--- src/rtl/uart_arb_pkg.sv ---
// Shared types and helpers for the UART transmit arbiter: FSM state encoding
// and the pointer/counter width function.
package uart_arb_pkg;

  localparam logic [2:0] IDLE      = 3'd0;
  localparam logic [2:0] SEND      = 3'd1;
  localparam logic [2:0] START     = 3'd2;
  localparam logic [2:0] WAIT_BUSY = 3'd3;
  localparam logic [2:0] WAIT_DONE = 3'd4;

  typedef enum logic [2:0] {
    ST_IDLE      = IDLE,
    ST_SEND      = SEND,
    ST_START     = START,
    ST_WAIT_BUSY = WAIT_BUSY,
    ST_WAIT_DONE = WAIT_DONE
  } state_t;

  // Never returns less than 1 so a single requester still gets a legal vector.
  function automatic int clog2(input int n);
    int w;
    w = 1;
    while ((1 << w) < n) w++;
    return w;
  endfunction

endpackage

--- src/rtl/rr_picker.sv ---
// Rotate-priority encoder: grants the first set req bit at or after ptr,
// wrapping around, as a one-hot vector.
module rr_picker
  import uart_arb_pkg::*;
#(
  parameter int NUM_REQ = 2,
  localparam int PTR_W  = clog2(NUM_REQ)
) (
  input  logic [NUM_REQ-1:0] req,
  input  logic [PTR_W-1:0]   ptr,
  output logic [NUM_REQ-1:0] gnt,
  output logic               any
);

  logic [NUM_REQ-1:0] w_rot;
  logic [NUM_REQ-1:0] w_rot_oh;

  // Rotate so ptr lands on bit 0, keep the lowest set bit, rotate back.
  assign w_rot    = (req >> ptr) | (req << (NUM_REQ - int'(ptr)));
  assign w_rot_oh = w_rot & (~w_rot + NUM_REQ'(1));
  assign gnt      = (w_rot_oh << ptr) | (w_rot_oh >> (NUM_REQ - int'(ptr)));
  assign any      = |req;

endmodule

--- src/rtl/uart_tx_arbiter.sv ---
// Round-robin, packet-granular arbiter sharing one UART TX core between
// NUM_REQ byte-stream requesters; the grant is held until the last byte has left.
module uart_tx_arbiter
  import uart_arb_pkg::*;
#(
  parameter int NUM_REQ  = 2,
  parameter int DATA_W   = 8,
  parameter int HOLD_MAX = 1023
) (
  input  logic                      clk,
  input  logic                      rst_n,
  input  logic [NUM_REQ-1:0]        req_valid,
  input  logic [NUM_REQ*DATA_W-1:0] req_data,
  input  logic [NUM_REQ-1:0]        req_last,
  output logic [NUM_REQ-1:0]        req_ready,
  output logic [NUM_REQ-1:0]        grant,
  output logic                      tx_start,
  output logic [DATA_W-1:0]         tx_data,
  input  logic                      tx_busy,
  output logic                      abort
);

  localparam int PTR_W  = clog2(NUM_REQ);
  localparam int HOLD_W = clog2(HOLD_MAX + 1);

  state_t              r_state;
  state_t              w_next;
  logic [NUM_REQ-1:0]  r_grant;
  logic [PTR_W-1:0]    r_ptr;
  logic [DATA_W-1:0]   r_tx_data;
  logic                r_last;
  logic [HOLD_W-1:0]   r_hold;

  logic [NUM_REQ-1:0]  w_pick_gnt;
  logic                w_pick_any;
  logic                w_sel_valid;
  logic                w_sel_last;
  logic [DATA_W-1:0]   w_sel_data;
  logic [PTR_W-1:0]    w_ptr_adv;
  logic                w_hold_expired;

  rr_picker #(.NUM_REQ(NUM_REQ)) u_picker (
    .req (req_valid),
    .ptr (r_ptr),
    .gnt (w_pick_gnt),
    .any (w_pick_any)
  );

  // Owner's lane and the pointer one past the owner, selected by the one-hot grant.
  always_comb begin
    w_sel_valid = 1'b0;
    w_sel_last  = 1'b0;
    w_sel_data  = '0;
    w_ptr_adv   = '0;
    for (int i = 0; i < NUM_REQ; i++) begin
      if (r_grant[i]) begin
        w_sel_valid = req_valid[i];
        w_sel_last  = req_last[i];
        w_sel_data  = req_data[i*DATA_W +: DATA_W];
        w_ptr_adv   = PTR_W'((i + 1) % NUM_REQ);
      end
    end
  end

  assign w_hold_expired = (r_hold == HOLD_W'(HOLD_MAX));

  // NOTE: every output of this block gets a default first so no path can infer a latch.
  always_comb begin
    w_next    = r_state;
    req_ready = '0;
    tx_start  = 1'b0;
    abort     = 1'b0;
    case (r_state)
      ST_IDLE:      if (!tx_busy && w_pick_any) w_next = ST_SEND;
      ST_SEND: begin
        if (w_hold_expired) begin
          abort  = 1'b1;
          w_next = ST_IDLE;
        end else if (w_sel_valid) begin
          req_ready = r_grant;
          w_next    = ST_START;
        end
      end
      ST_START: begin
        tx_start = 1'b1;
        w_next   = ST_WAIT_BUSY;
      end
      ST_WAIT_BUSY: if (tx_busy) w_next = ST_WAIT_DONE;
      ST_WAIT_DONE: if (!tx_busy) w_next = r_last ? ST_IDLE : ST_SEND;
      default:      w_next = ST_IDLE;
    endcase
  end

  // NOTE: sequential state uses non-blocking assignments so every register samples pre-edge values.
  always_ff @(posedge clk) begin
    if (!rst_n) begin
      r_state   <= ST_IDLE;
      r_grant   <= '0;
      r_ptr     <= '0;
      r_tx_data <= '0;
      r_last    <= 1'b0;
      r_hold    <= '0;
    end else begin
      r_state <= w_next;
      case (r_state)
        ST_IDLE: begin
          if (w_next == ST_SEND) r_grant <= w_pick_gnt;
          r_hold <= '0;
        end
        ST_SEND: begin
          if (w_hold_expired) begin
            r_grant <= '0;
            r_ptr   <= w_ptr_adv;
          end else if (w_sel_valid) begin
            r_tx_data <= w_sel_data;
            r_last    <= w_sel_last;
            r_hold    <= '0;
          end else begin
            r_hold <= r_hold + HOLD_W'(1);
          end
        end
        ST_WAIT_DONE: begin
          if (!tx_busy) begin
            r_hold <= '0;
            if (r_last) begin
              r_grant <= '0;
              r_ptr   <= w_ptr_adv;
            end
          end
        end
        default: ;
      endcase
    end
  end

  assign grant   = r_grant;
  assign tx_data = r_tx_data;

endmodule

--- config.mk ---
export PLATFORM = sky130hd
export DESIGN_NAME = uart_tx_arbiter
export DESIGN_NICKNAME = d
export VERILOG_FILES = /design/src/rtl/uart_arb_pkg.sv /design/src/rtl/rr_picker.sv /design/src/rtl/uart_tx_arbiter.sv
export SDC_FILE = /design/constraint.sdc
export NUM_CORES = 1
export LEC_CHECK = 0
export ABC_CLOCK_PERIOD_IN_PS = 2090
export BUFFER_PORTS_ARGS = -buffer_cell sky130_fd_sc_hd__buf_2
export CORE_MARGIN = 2
export CORE_UTILIZATION = 28
export CTS_CLUSTER_SIZE = 12
export DETAILED_ROUTE_END_ITERATION = 12
export PLACE_DENSITY = 0.43
export SKIP_LAST_GASP = 1
export SLEW_MARGIN = 10
export SYNTH_ARGS = -nofsm -noshare
export SYNTH_HDL_FRONTEND = slang
export SYNTH_SLANG_ARGS = --single-unit
--- constraint.sdc ---
create_clock -name clk -period 2.09 [get_ports clk]
set_input_delay 0.418 -clock clk [delete_from_list [all_inputs] [get_ports clk]]
set_output_delay 0.418 -clock clk [all_outputs]
set_load 0.005 [all_outputs]
Yosys cells after proc, flatten, opt, wreduce, memory -nomap -nowiden:

Index checks and enable logic that the tools add are counted.

* bits in registers: 25
* input port bits: 23
* output and inout port bits: 14
* logic and storage cells: 73

* add/subtract/negate cells: 3
* equality and inequality tests: 11
* shift-type cells: 4
* mux-type cells: 34
* bitwise gates (word level): 5
* reductions and logical operators: 10

Operator list (number)
* $shl 2x32->2: 1
* $shr 2x32->2: 1
* $mux 10: 3
* $pmux 10 s3: 1
* $mux 8: 2
* $mux 3: 5
* $pmux 3 s5: 1
* $mux 2: 7
* $mux 1: 13
* $add 10x1->10 const B: 1
* $eq 10x10->1 const B: 1
* $ne 2x2->1 const B: 5
* $eq 3x1->1 const B: 2
* $eq 3x2->1 const B: 2
* $pmux 2 s3: 1
* $reduce_and 3->1: 2
* $reduce_and 5->1: 1
* $or 2x2->2: 2
* $reduce_and 4->1: 1
* $eq 3x3->1 const B: 1
* $logic_not 3->1: 1
* $reduce_bool 3->1: 1
* $sub 2x1->3 const A: 1
* $add 2x1->2 const B: 1
* other kinds (10): 10

Logic depth before layout (Yosys ltp):

Gate-level depths: netlist of run 1.

* word-level depth: 10
* depth in mapped cells: 7
* gate-level depth less buffers: 5

Cells and area by module:

From an unflattened synthesis of run 1, not the netlist that was laid out.

* cells, all modules: 162
* area, all modules: 1371.3 um^2

By module, submodules not included
* uart_tx_arbiter: times used 1, cells each 158, area an instance 1346.3 um^2, sequential area each 500.5 um^2
* rr_picker: times used 1, cells each 4, area an instance 25.0 um^2, sequential area each 0.0 um^2

Worst setup path after synthesis of run 1:

OpenSTA, ideal clock, no wires.

* path type: register to output
* start: reg r_state[1]
* end: out req_ready[0]
* arrival: 1.416 ns
* data required time: 1.672 ns
* slack: 0.256 ns
* stages on the path, launching flop included: 7
* path buffers: 3
* cell sequence: dfxtp_1 > buf_6 > or3b_1 > buf_6 > a41oi_4 > buf_6 > and3_2

* word-level cells in the longest chain between the ends: 2

Ends and longest elaborated chain
* start: declaration: line uart_tx_arbiter.sv:26 `state_t r_state;`
* start signal: assignment: line uart_tx_arbiter.sv:104 `r_state <= w_next;`
* $eq 3x1->1: line uart_tx_arbiter.sv:73 `case (r_state)`
* $mux 2: line uart_tx_arbiter.sv:73
* end: declaration: line uart_tx_arbiter.sv:15 `output logic [NUM_REQ-1:0] req_ready,`

Every way passes these cells.

Worst setup path after layout of run 1:

* start: reg r_state[2]
* end: out req_ready[0]

Same word-level chain as after synthesis.

==> results by group, run 1 <==
GRT
  – Initial antenna violation count: 0
  – GR Overflow Total: 0
  – First-pass GRT wire length: 6690 µm
  – Tot GR Track Use: 13.9%
  – Largest net degree at the start of global routing: 19
  – Vias in the first global route: 1350

Floorplanning
  – Top Ports: 37
  – Die area: 5850 µm²
  – Die Span Y: 76.5 µm
  – Starting Density: 29.0%
  – Core Area: 5070 µm²
  – Die width: 76.5 µm
  – Row cnt: 26

Placed design
  – HPWL Detailed: 3000 µm
  – Port bufs: 36
  – Placed cell areas: 1730 µm²
  – RD Place Congestion: 0.763
  – DP Cell Count: 278

Yosys
  – Syn Area/Cell: 8.50 µm²
  – Sequential element share of the synthesized area: 34.0%
  – Count leader, synth: dfxtp_1
  – Synth top area cells: dfxtp_1, a21oi_1, nand2_1, a211oi_1, a22oi_1
  – Top-area cell type share of the netlist area: 34.0%
  – Synth Register Bits: 25
  – Synth cell types: 51
  – Post-synth net total: 197
  – Mapped Area: 1470 µm²
  – Most area-hungry cell type in the Yosys netlist: dfxtp_1
  – Synth top cells by count: dfxtp_1, a21oi_1, nand2_1
  – Ys async rst share: 0%
  – Post-Syn Instances: 173
  – Yosys warnings: 0
  – Post-synth EDFFs: 0
  – Synth Flop Type: dfxtp_1

Critical path
  – CP Class: reg -> out
  – Crit-path slowest cell: or3b_1
  – Worst setup EP type: primary output
  – Crit path max fanout: 3
  – R2R setup slack: 0.30 ns
  – Crit path largest cell delay: 0.48 ns
  – Startpoint Class: flip-flop
  – Req. time, crit path: 1.67 ns
  – Worst R2R Path Depth: 6
  – Worst path cell trace: or3b_1, a41oi_4, and3_2, buf_2
  – Critical path arrival: 1.62 ns

STA
  – Final hold violation count: 0
  – Min cycle time layout: 2.04 ns
  – Slew Limit Fails: 0
  – WHS: 0.429 ns
  – Slew headroom: 78.8%
  – Worst Tran Pin Value: 0.313 ns
  – RSZ-0062 raised after global routing: yes
  – Setup TNS: 0 ns
  – Final period util: 97.5%
  – Endpoints failing setup: 0
  – Max Fclk: 0.491 GHz
  – Setup Skew: 0.00385 ns

Routing
  – Routed WL: 3980 µm
  – Average wire per standard cell: 14.1 µm
  – Via/cell ratio: 5.06
  – DR DRC count: 0
  – Via count: 1428
  – Final ANT Viol Nets: 0
  – Violation count after the first detailed-route iteration: 47
  – Router iterations before antenna repair: 4

Pwr
  – PwrDens: 539 nW/µm²
  – Leakage power: 0.695 nW
  – Peak supply drop: 0.223 mV

Run status
  – Status: finished, final reports clean

Finish
  – Antenna diodes: 0
  – P&R area growth vs syn: 21.8%
  – Final nets: 237
  – Final Util: 35.3%
  – Share of cells above drive strength 1: 30.7%
  – Layout Cells excl Fill: 282
  – Post-layout instance area: 1790 µm²

Hold path
  – Hold Path Class: in -> reg
  – Cell depth of the worst min-delay path: 3

Clocking
  – Bufs on Longest Clock Path: 2
  – Setup bufs post-CTS: 0
  – CTS root buffer: clkbuf_8
  – CTS tree: built
  – H-Tree Level Count: 1
  – CTS Sinks: 25
  – Clk_lat worst skew: 0.27 ns
  – Clock-pin slew on the worst setup and hold paths: 0.10 ns
  – CTS Hold Buffers Added: 0
  – TritonCTS Buffers: 3

Job
  – Max-cap viol count: 0
cell usage in the layout, fill, tap and decap left out, types with 2 or more instances in the layout:
cell,n
buf_2,36
dfxtp_1,24
a21oi_1,23
nand2_1,20
buf_4,12
a22oi_1,9
a211oi_1,9
nand3_1,7
nor3_1,6
o21ai_0,5
nor2_1,4
inv_1,3
nand4b_1,3
a31oi_1,3
mux2i_1,3
nand2b_1,3
clkbuf_8,3
and2_1,2
and2_2,2
or3_1,2
nand3b_1,2
o32ai_1,2
kinds of logic (layout without fill, tap and decap cells):
group           count (synthesis)  count (layout)  share of synthesized area, %
mux                             3               3                          2.04
simple gates                   65              65                          26.2
flops                          25              25                          34.0
compound gates                 61              61                          28.9
fa+ha+maj                       1               1                         0.851
xor+xnor                        1               1                         0.596
buf+inv                        17              56                          7.40
layer usage:
layer	up-vias	track usage [%]	routed length [µm]
li1	730	-	-
met1	661	18.2	1800
met2	35	22.5	1940
met3	2	3.32	212
met4	0	4.55	24
met5	-	0	0
state kept, by name, indices dropped and copies added, names as in the netlist:
signal and flops:
grant 2, r_hold 10, r_last 1, r_ptr 1
r_state 3, tx_data 8
power by group:
| part | switching (mW) | total, mW | internal [mW] |
|---|---|---|---|
| Combinational | 0.0911 | 0.162 | 0.0712 |
| Sequential | 0.00705 | 0.494 | 0.486 |
| Clock | 0.174 | 0.309 | 0.135 |
| Total | 0.272 | 0.965 | 0.693 |
worst max-delay path, delay by kind of cell, from the launching register on:
| kind | cells | cell delay, ns |
|---|---|---|
| buf+inv | 1 | 0.11 |
| flops | 1 | 0.32 |
| simple gates | 2 | 0.69 |
| compound gates | 1 | 0.23 |
stage by stage:
step | power (mW) | worst slack [ns]
4_1_cts | 0.981 | 0.0100
2_1_floorplan | 0.611 | 0.256
6_report | 0.965 | 0.0514
3_5_place_dp | 0.667 | 0.251
3_3_place_gp | 0.663 | 0.282
5_1_grt | 1.02 | -0.0313
layout make-up:
type                       count  area (µm²)
tap                           70        87.6
sequential                    25         502
multi-input combinational    131         867
clock inverter                 1        7.51
clock buffer                   3        41.3
fill                         583        3280
timing repair buffer          48         270
inverter                       4        15.0
path summary, 6_finish.rpt:
kind,startpoint,endpoint
max,r_state[2],req_ready[0]
min,req_valid[1],grant[1]
max reg2reg,r_hold[1],r_hold[9]
min reg2reg,r_ptr,r_ptr
what timing repair did:
item / 4_1_cts / 5_1_grt
endpoints found under the setup margin: 2 / 3
resized for setup: 1 / 2
gates cloned: 0 / 0
pin swaps: 0 / 1
(Power assumes the default switching activity.)
==> inputs of run 2 (changes only) <==
- CORE_MARGIN: 2 -> default
- GPL_TIMING_DRIVEN: default -> 0
==> run 2 against run 1 <==
  * Critical path depth rose by 1
  * Utilization grew 1.5 points
  * Final cell count grew 2.5%
  * Critical path type unchanged
==> results by group, run 2 (synthesis gave the netlist of run 1 again) <==
Run status
  – Status: finished, final reports clean

STA
  – Worst Slack Setup Final: 0.0359 ns (-0.0155 ns)
  – RSZ-0062 raised after global routing: yes
  – Min cycle time layout: 2.05 ns (+0.0155 ns)
  – Max Fclk: 0.487 GHz (-0.75%)
  – Setup Skew: 0.00397 ns (+0.000122 ns)
  – Slew headroom: 64.3% (-15 points)
  – Final period util: 98.3% (+0.74 points)
  – Final hold violation count: 0 (unchanged)
  – Setup TNS: 0 ns (unchanged)
  – Worst Tran Pin Value: 0.536 ns (+0.223 ns)
  – Slew Limit Fails: 0 (unchanged)
  – Endpoints failing setup: 0 (unchanged)

Hold path
  – Cell depth of the worst min-delay path: 3 (unchanged)
  – Hold Path Class: in -> reg

Routing
  – Average wire per standard cell: 14.0 µm (-0.90%)
  – Router iterations before antenna repair: 4 (unchanged)
  – Via/cell ratio: 5.15 (+1.7%)
  – Violation count after the first detailed-route iteration: 96 (+100%)
  – Final ANT Viol Nets: 0 (unchanged)
  – DR DRC count: 0 (unchanged)
  – Via count: 1489 (+4.3%)
  – Routed WL: 4040 µm (+1.6%)

Finish
  – Share of cells above drive strength 1: 33.3% (+2.7 points)
  – Layout Cells excl Fill: 289 (+2.5%)
  – Antenna diodes: 0 (unchanged)
  – Most common cell after layout, fill and taps aside: buf_2
  – Max FFs per register: 10 (unchanged)
  – Final-layout fill cell count: 558 (-4.3%)
  – Most flop-heavy register: r_hold
  – P&R area growth vs syn: 27.1%
  – Commonest non-fill, non-tap cells in the layout: buf_2, a21oi_1, nand2_1, dfxtp_1
  – Final nets: 244 (+3.0%)

Clocking
  – CTS tree: built
  – CTS Hold Buffers Added: 0 (unchanged)
  – Clock-pin slew on the worst setup and hold paths: 0.09 ns (about the same)
  – TritonCTS Buffers: 3 (unchanged)
  – CTS Sinks: 25 (unchanged)
  – CTS root buffer: clkbuf_8
  – Clk_lat worst skew: 0.27 ns (about the same)
  – H-Tree Level Count: 1 (unchanged)
  – Bufs on Longest Clock Path: 2 (unchanged)

GRT
  – Vias in the first global route: 1374 (+1.8%)
  – First-pass GRT wire length: 6580 µm (-1.7%)
  – GR Util met2: 27.0% (+4.5 points)
  – Tot GR Track Use: 15.5% (+1.6 points)
  – Grt met3 use: 2.03% (-1.3 points)
  – Largest net degree at the start of global routing: 15 (-4)
  – Initial antenna violation count: 0 (unchanged)
  – GR Util met1: 19.9% (+1.7 points)
  – GR Overflow Total: 0 (unchanged)
  – Most Used Layer, Global Route: met2

Placed design
  – RD Place Congestion: 0.768 (+0.69%)
  – DP Worst Slack: 0.0989 ns (-0.152 ns)
  – HPWL Detailed: 2930 µm (-2.5%)
  – Port bufs: 36 (unchanged)
  – DP Cell Count: 279 (+0.36%)

Critical path
  – Crit path max fanout: 4 (+1)
  – Critical path arrival: 1.64 ns (+0.02 ns)
  – Worst setup EP type: primary output
  – CP Class: reg -> out
  – Startpoint Class: flip-flop
  – Req. time, crit path: 1.67 ns (about the same)
  – Worst R2R Path Depth: 6 (unchanged)

Pwr
  – Peak supply drop: 0.294 mV (+32%)
  – Pwr Total: 0.970 mW (+0.56%)
  – PwrDens: 519 nW/µm² (-3.6%)
  – Leakage power: 0.718 nW (+3.2%)

Floorplanning
  – Die Span Y: 74.5 µm (-2.6%)
  – Starting Density: 29.0% (unchanged)
  – Top Ports: 37 (unchanged)
  – Die area: 5540 µm² (-5.2%)
  – Row cnt: 26 (unchanged)
  – Die width: 74.5 µm (-2.6%)
  – Core Area: 5070 µm² (unchanged)

Job
  – Max-cap viol count: 0 (unchanged)
==> run 2: layer usage <==
metal	wire (µm)	part of all wire [%]
met1	1850	46
met2	1990	49
met3	178	4.4
met4	27	0.67
met5	0	0
==> run 2: through the flow <==
| stage | area (µm²) | hold WS, ns | util [%] |
|---|---|---|---|
| global route | 1870 | 0.437 | 36.8 |
| finish | 1870 | 0.441 | 36.8 |
| CTS | 1850 | 0.430 | 36.5 |
| detailed placement | 1740 | 0.492 | 34.2 |
| floorplan | 1470 | 0.446 | - |
| global placement | 1740 | 0.466 | 34.2 |
==> run 2: cell type report <==
type                            count  area (µm²)  share of cell area (%)
Clock buffer                        3        41.3                    2.21
Sequential cell                    25         510                    27.3
Timing Repair Buffer               44         253                    13.5
Tap cell                           70        87.6                    4.69
Multi-Input combinational cell    131         885                    47.4
Inverter                            4        15.0                   0.804
Clock inverter                      1        5.00                   0.268
Buffer                             11        71.3                    3.82
==> run 2: worst paths after layout <==
check                   from           end  slack (ns)
hold / removal       tx_busy    r_state[2]        0.44
setup reg to reg   r_hold[0]     r_hold[9]        0.22
hold reg to reg    r_hold[1]     r_hold[1]        0.49
setup / recovery  r_state[0]  req_ready[0]        0.04
==> run 2: power by group <==
part | total [mW] | switching (mW) | leakage (nW) | internal, mW
logic | 0.181 | 0.0954 | 0.487 | 0.0856
registers | 0.495 | 0.00929 | 0.205 | 0.486
clock network | 0.294 | 0.160 | 0.0255 | 0.134
==> run 2: timing repair <==
item / 4_1_cts / 5_1_grt
buffers inserted: 7 / 1
resized for setup: 9 / 6
gates cloned: 0 / 0
endpoints found under the setup margin: 3 / 3
pin swaps: 1 / 2
==> run 2: worst max-delay path, cell delays in order, from the launching register on <==
cell     delay, ns
dfxtp_2       0.35
or3b_4        0.41
a41oi_4       0.20
buf_6         0.13
and3_4        0.18
buf_6         0.09
==> inputs of run 3 (changes only) <==
- PLACE_DENSITY: 0.43 -> 0.44
- SYNTH_HIERARCHICAL: default -> 1
==> run 3 against run 2 <==
  * The flow now finishes with violations (setup timing)
  * Global-route usage is 0.79 points lower
  * Critical path depth is 1 lower
  * Sequential power barely moved
==> results by group, run 3 <==
Floorplanning
  – Die area: 5180 µm² (-6.6%)
  – Row cnt: 25 (-3.8%)
  – Starting Density: 29.0% (+0.064 points)
  – Die Span Y: 72.0 µm (-3.3%)
  – Core Area: 4720 µm² (-6.9%)
  – Top Ports: 37 (unchanged)
  – Die width: 72.0 µm (-3.3%)

Pwr
  – Peak supply drop: 0.208 mV (-29%)
  – Leakage power: 0.695 nW (-3.2%)
  – PwrDens: 529 nW/µm² (+1.8%)

Finish
  – Commonest non-fill, non-tap cells in the layout: buf_2, a21oi_1, dfxtp_1, buf_4
  – Max FFs per register: 10 (unchanged)
  – Most common cell after layout, fill and taps aside: buf_2
  – Post-layout instance area: 1870 µm² (+0.13%)
  – FF+latch area: 519 µm² (+1.7%)
  – Final-layout fill cell count: 505 (-9.5%)
  – Final Util: 39.6% (+2.8 points)
  – Area of the multi-input gates: 847 µm² (-4.2%)
  – Final nets: 237 (-2.9%)
  – Antenna diodes: 0 (unchanged)
  – P&R area growth vs syn: 36.4%
  – Most flop-heavy register: r_hold
  – Share of cells above drive strength 1: 34.9% (+1.6 points)

STA
  – Setup TNS: -0.0707 ns (-0.0707 ns)
  – Slew headroom: 62.9% (-1.4 points)
  – Final period util: 103% (+5.1 points)
  – Max Fclk: 0.463 GHz (-4.9%)
  – Worst Tran Pin Value: 0.552 ns (+0.0162 ns)
  – WHS: 0.441 ns (-0.000203 ns)
  – Setup Skew: 0.00823 ns (+0.00426 ns)
  – Min cycle time layout: 2.16 ns (+0.107 ns)
  – Worst Slack Setup Final: -0.0707 ns (-0.107 ns)
  – RSZ-0062 raised after global routing: yes
  – Final hold violation count: 0 (unchanged)
  – Slew Limit Fails: 0 (unchanged)
  – Endpoints failing setup: 1 (+1)

Routing
  – Router iterations before antenna repair: 4 (unchanged)
  – Via count: 1470 (-1.3%)
  – Average wire per standard cell: 13.6 µm (-2.8%)
  – Routed WL: 3790 µm (-6.1%)
  – Via/cell ratio: 5.27 (+2.3%)
  – Violation count after the first detailed-route iteration: 32 (-67%)
  – DR DRC count: 0 (unchanged)
  – Final ANT Viol Nets: 0 (unchanged)

Yosys
  – Synth Flop Type: dfxtp_1
  – Sequential element share of the synthesized area: 36.5% (+2.5 points)
  – Count leader, synth: dfxtp_1
  – Synth top area cells: dfxtp_1, a21oi_1, a211oi_1, a22oi_1, o31ai_1
  – Post-synth EDFFs: 0 (unchanged)
  – Post-Syn Instances: 162 (-6.4%)
  – Top-area cell type share of the netlist area: 36.5% (+2.5 points)
  – Synth Register Bits: 25 (unchanged)
  – Post-synth net total: 186 (-5.6%)
  – Ys async rst share: 0% (unchanged)
  – Most area-hungry cell type in the Yosys netlist: dfxtp_1
  – Mapped Area: 1370 µm² (-6.7%)
  – Syn Area/Cell: 8.46 µm² (-0.39%)
  – Yosys warnings: 6 (+6)
  – Synth top cells by count: dfxtp_1, a21oi_1, clkbuf_1
  – Synth cell types: 46 (-9.8%)

Placed design
  – RD Place Congestion: 0.701 (-8.7%)
  – HPWL Detailed: 2700 µm (-7.6%)
  – Port bufs: 36 (unchanged)
  – Placed cell areas: 1640 µm² (-5.9%)

Clocking
  – Clock-pin slew on the worst setup and hold paths: 0.09 ns (about the same)
  – CTS Sinks: 25 (unchanged)
  – H-Tree Level Count: 1 (unchanged)
  – Bufs on Longest Clock Path: 2 (unchanged)
  – CTS root buffer: clkbuf_8
  – TritonCTS Buffers: 3 (unchanged)
  – CTS tree: built
  – Clk_lat worst skew: 0.28 ns (about the same)

Critical path
  – Startpoint Class: flip-flop
  – Req. time, crit path: 1.67 ns (about the same)
  – CP Class: reg -> out
  – Critical path arrival: 1.74 ns (+0.10 ns)
  – Worst setup EP type: primary output
  – Crit path max fanout: 2 (-2)

Hold path
  – Hold Path Class: in -> reg

Run status
  – Status: finished, violations left
  – Failing checks: setup timing

GRT
  – Initial antenna violation count: 0 (unchanged)
  – Tot GR Track Use: 14.7% (-0.79 points)
  – Vias in the first global route: 1323 (-3.7%)
  – GR Overflow Total: 0 (unchanged)
  – First-pass GRT wire length: 6090 µm (-7.3%)
  – Largest net degree at the start of global routing: 16 (+1)

Job
  – Max-cap viol count: 0 (unchanged)
-- run 3: changes by cell type after synthesis, moves of 3 or more --
cell	change
buf_6	-3
a31oi_1	-3
nand2_1	-11
or4_1	+6
o21ai_1	+3
nor3_1	-4
nand4b_1	-3
o31ai_1	+7
and3_1	+4
o21ai_0	-3
clkbuf_1	+6
-- run 3: cell families (layout without fill, tap and decap cells) --
kind of cell             after synthesis  count (layout)  synth area share [%]
XOR/XNOR                               1               1                 0.639
AND/OR/NAND/NOR                       52              52                  22.9
flip-flops                            25              25                  36.5
AO/OA/AOI/OAI                         65              65                  32.3
multiplexers                           2               2                  1.46
adder cells (fa/ha/maj)                1               1                 0.912
buffers and inverters                 16              66                  5.29
-- run 3: final timing paths --
path,endpoint,cells past startpoint,start,slack [ns]
worst max-delay path,abort,4,r_state[1],-0.07
worst min-delay path,r_state[1],2,rst_n,0.44
worst max register to register,r_state[1],8,r_hold[1],0.11
worst min register to register,r_hold[9],2,r_hold[9],0.48
-- run 3: timing repair --
action                     4_1_cts  5_1_grt
pin swaps                        4        4
setup endpoints to repair       10        4
hold buffers                     0        0
setup buffers                    6        5
gates resized for setup         23       13
-- run 3: critical path: stages, from the launching register on --
cell and delay [ns]:
dfxtp_4 0.36, or3b_4 0.40, or4_4 0.57, clkinv_8 0.07
buf_6 0.08
-- run 3: power by group --
group / internal [mW] / switching, mW
logic: 0.0882 / 0.0911
registers: 0.488 / 0.0106
clock network: 0.135 / 0.175
-- run 3: area by class of cell --
class | count | area share [%]
Multi-Input combinational cell | 121 | 45.3
Clock inverter | 1 | 0.401
Buffer | 12 | 3.55
Inverter | 3 | 1.27
Tap cell | 67 | 4.48
Timing Repair Buffer | 47 | 15.1
Sequential cell | 25 | 27.8
Clock buffer | 3 | 2.21
-- run 3: per-stage QoR --
step	worst slack (ns)	instances	power [mW]
after global routing	-0.102	279	1.03
after detailed placement	-0.116	265	0.663
after global placement	-0.0999	265	0.659
after floorplan	0.229	162	0.604
after CTS	-0.0661	274	0.986
final	-0.0707	279	0.989
-- run 3: routing by layer --
layer	routed length [µm]	vias up	GRT usage, %
li1	-	730	-
met1	1800	704	18.8
met2	1840	34	25.7
met3	137	2	2.22
met4	19	0	4.36
met5	0	-	0
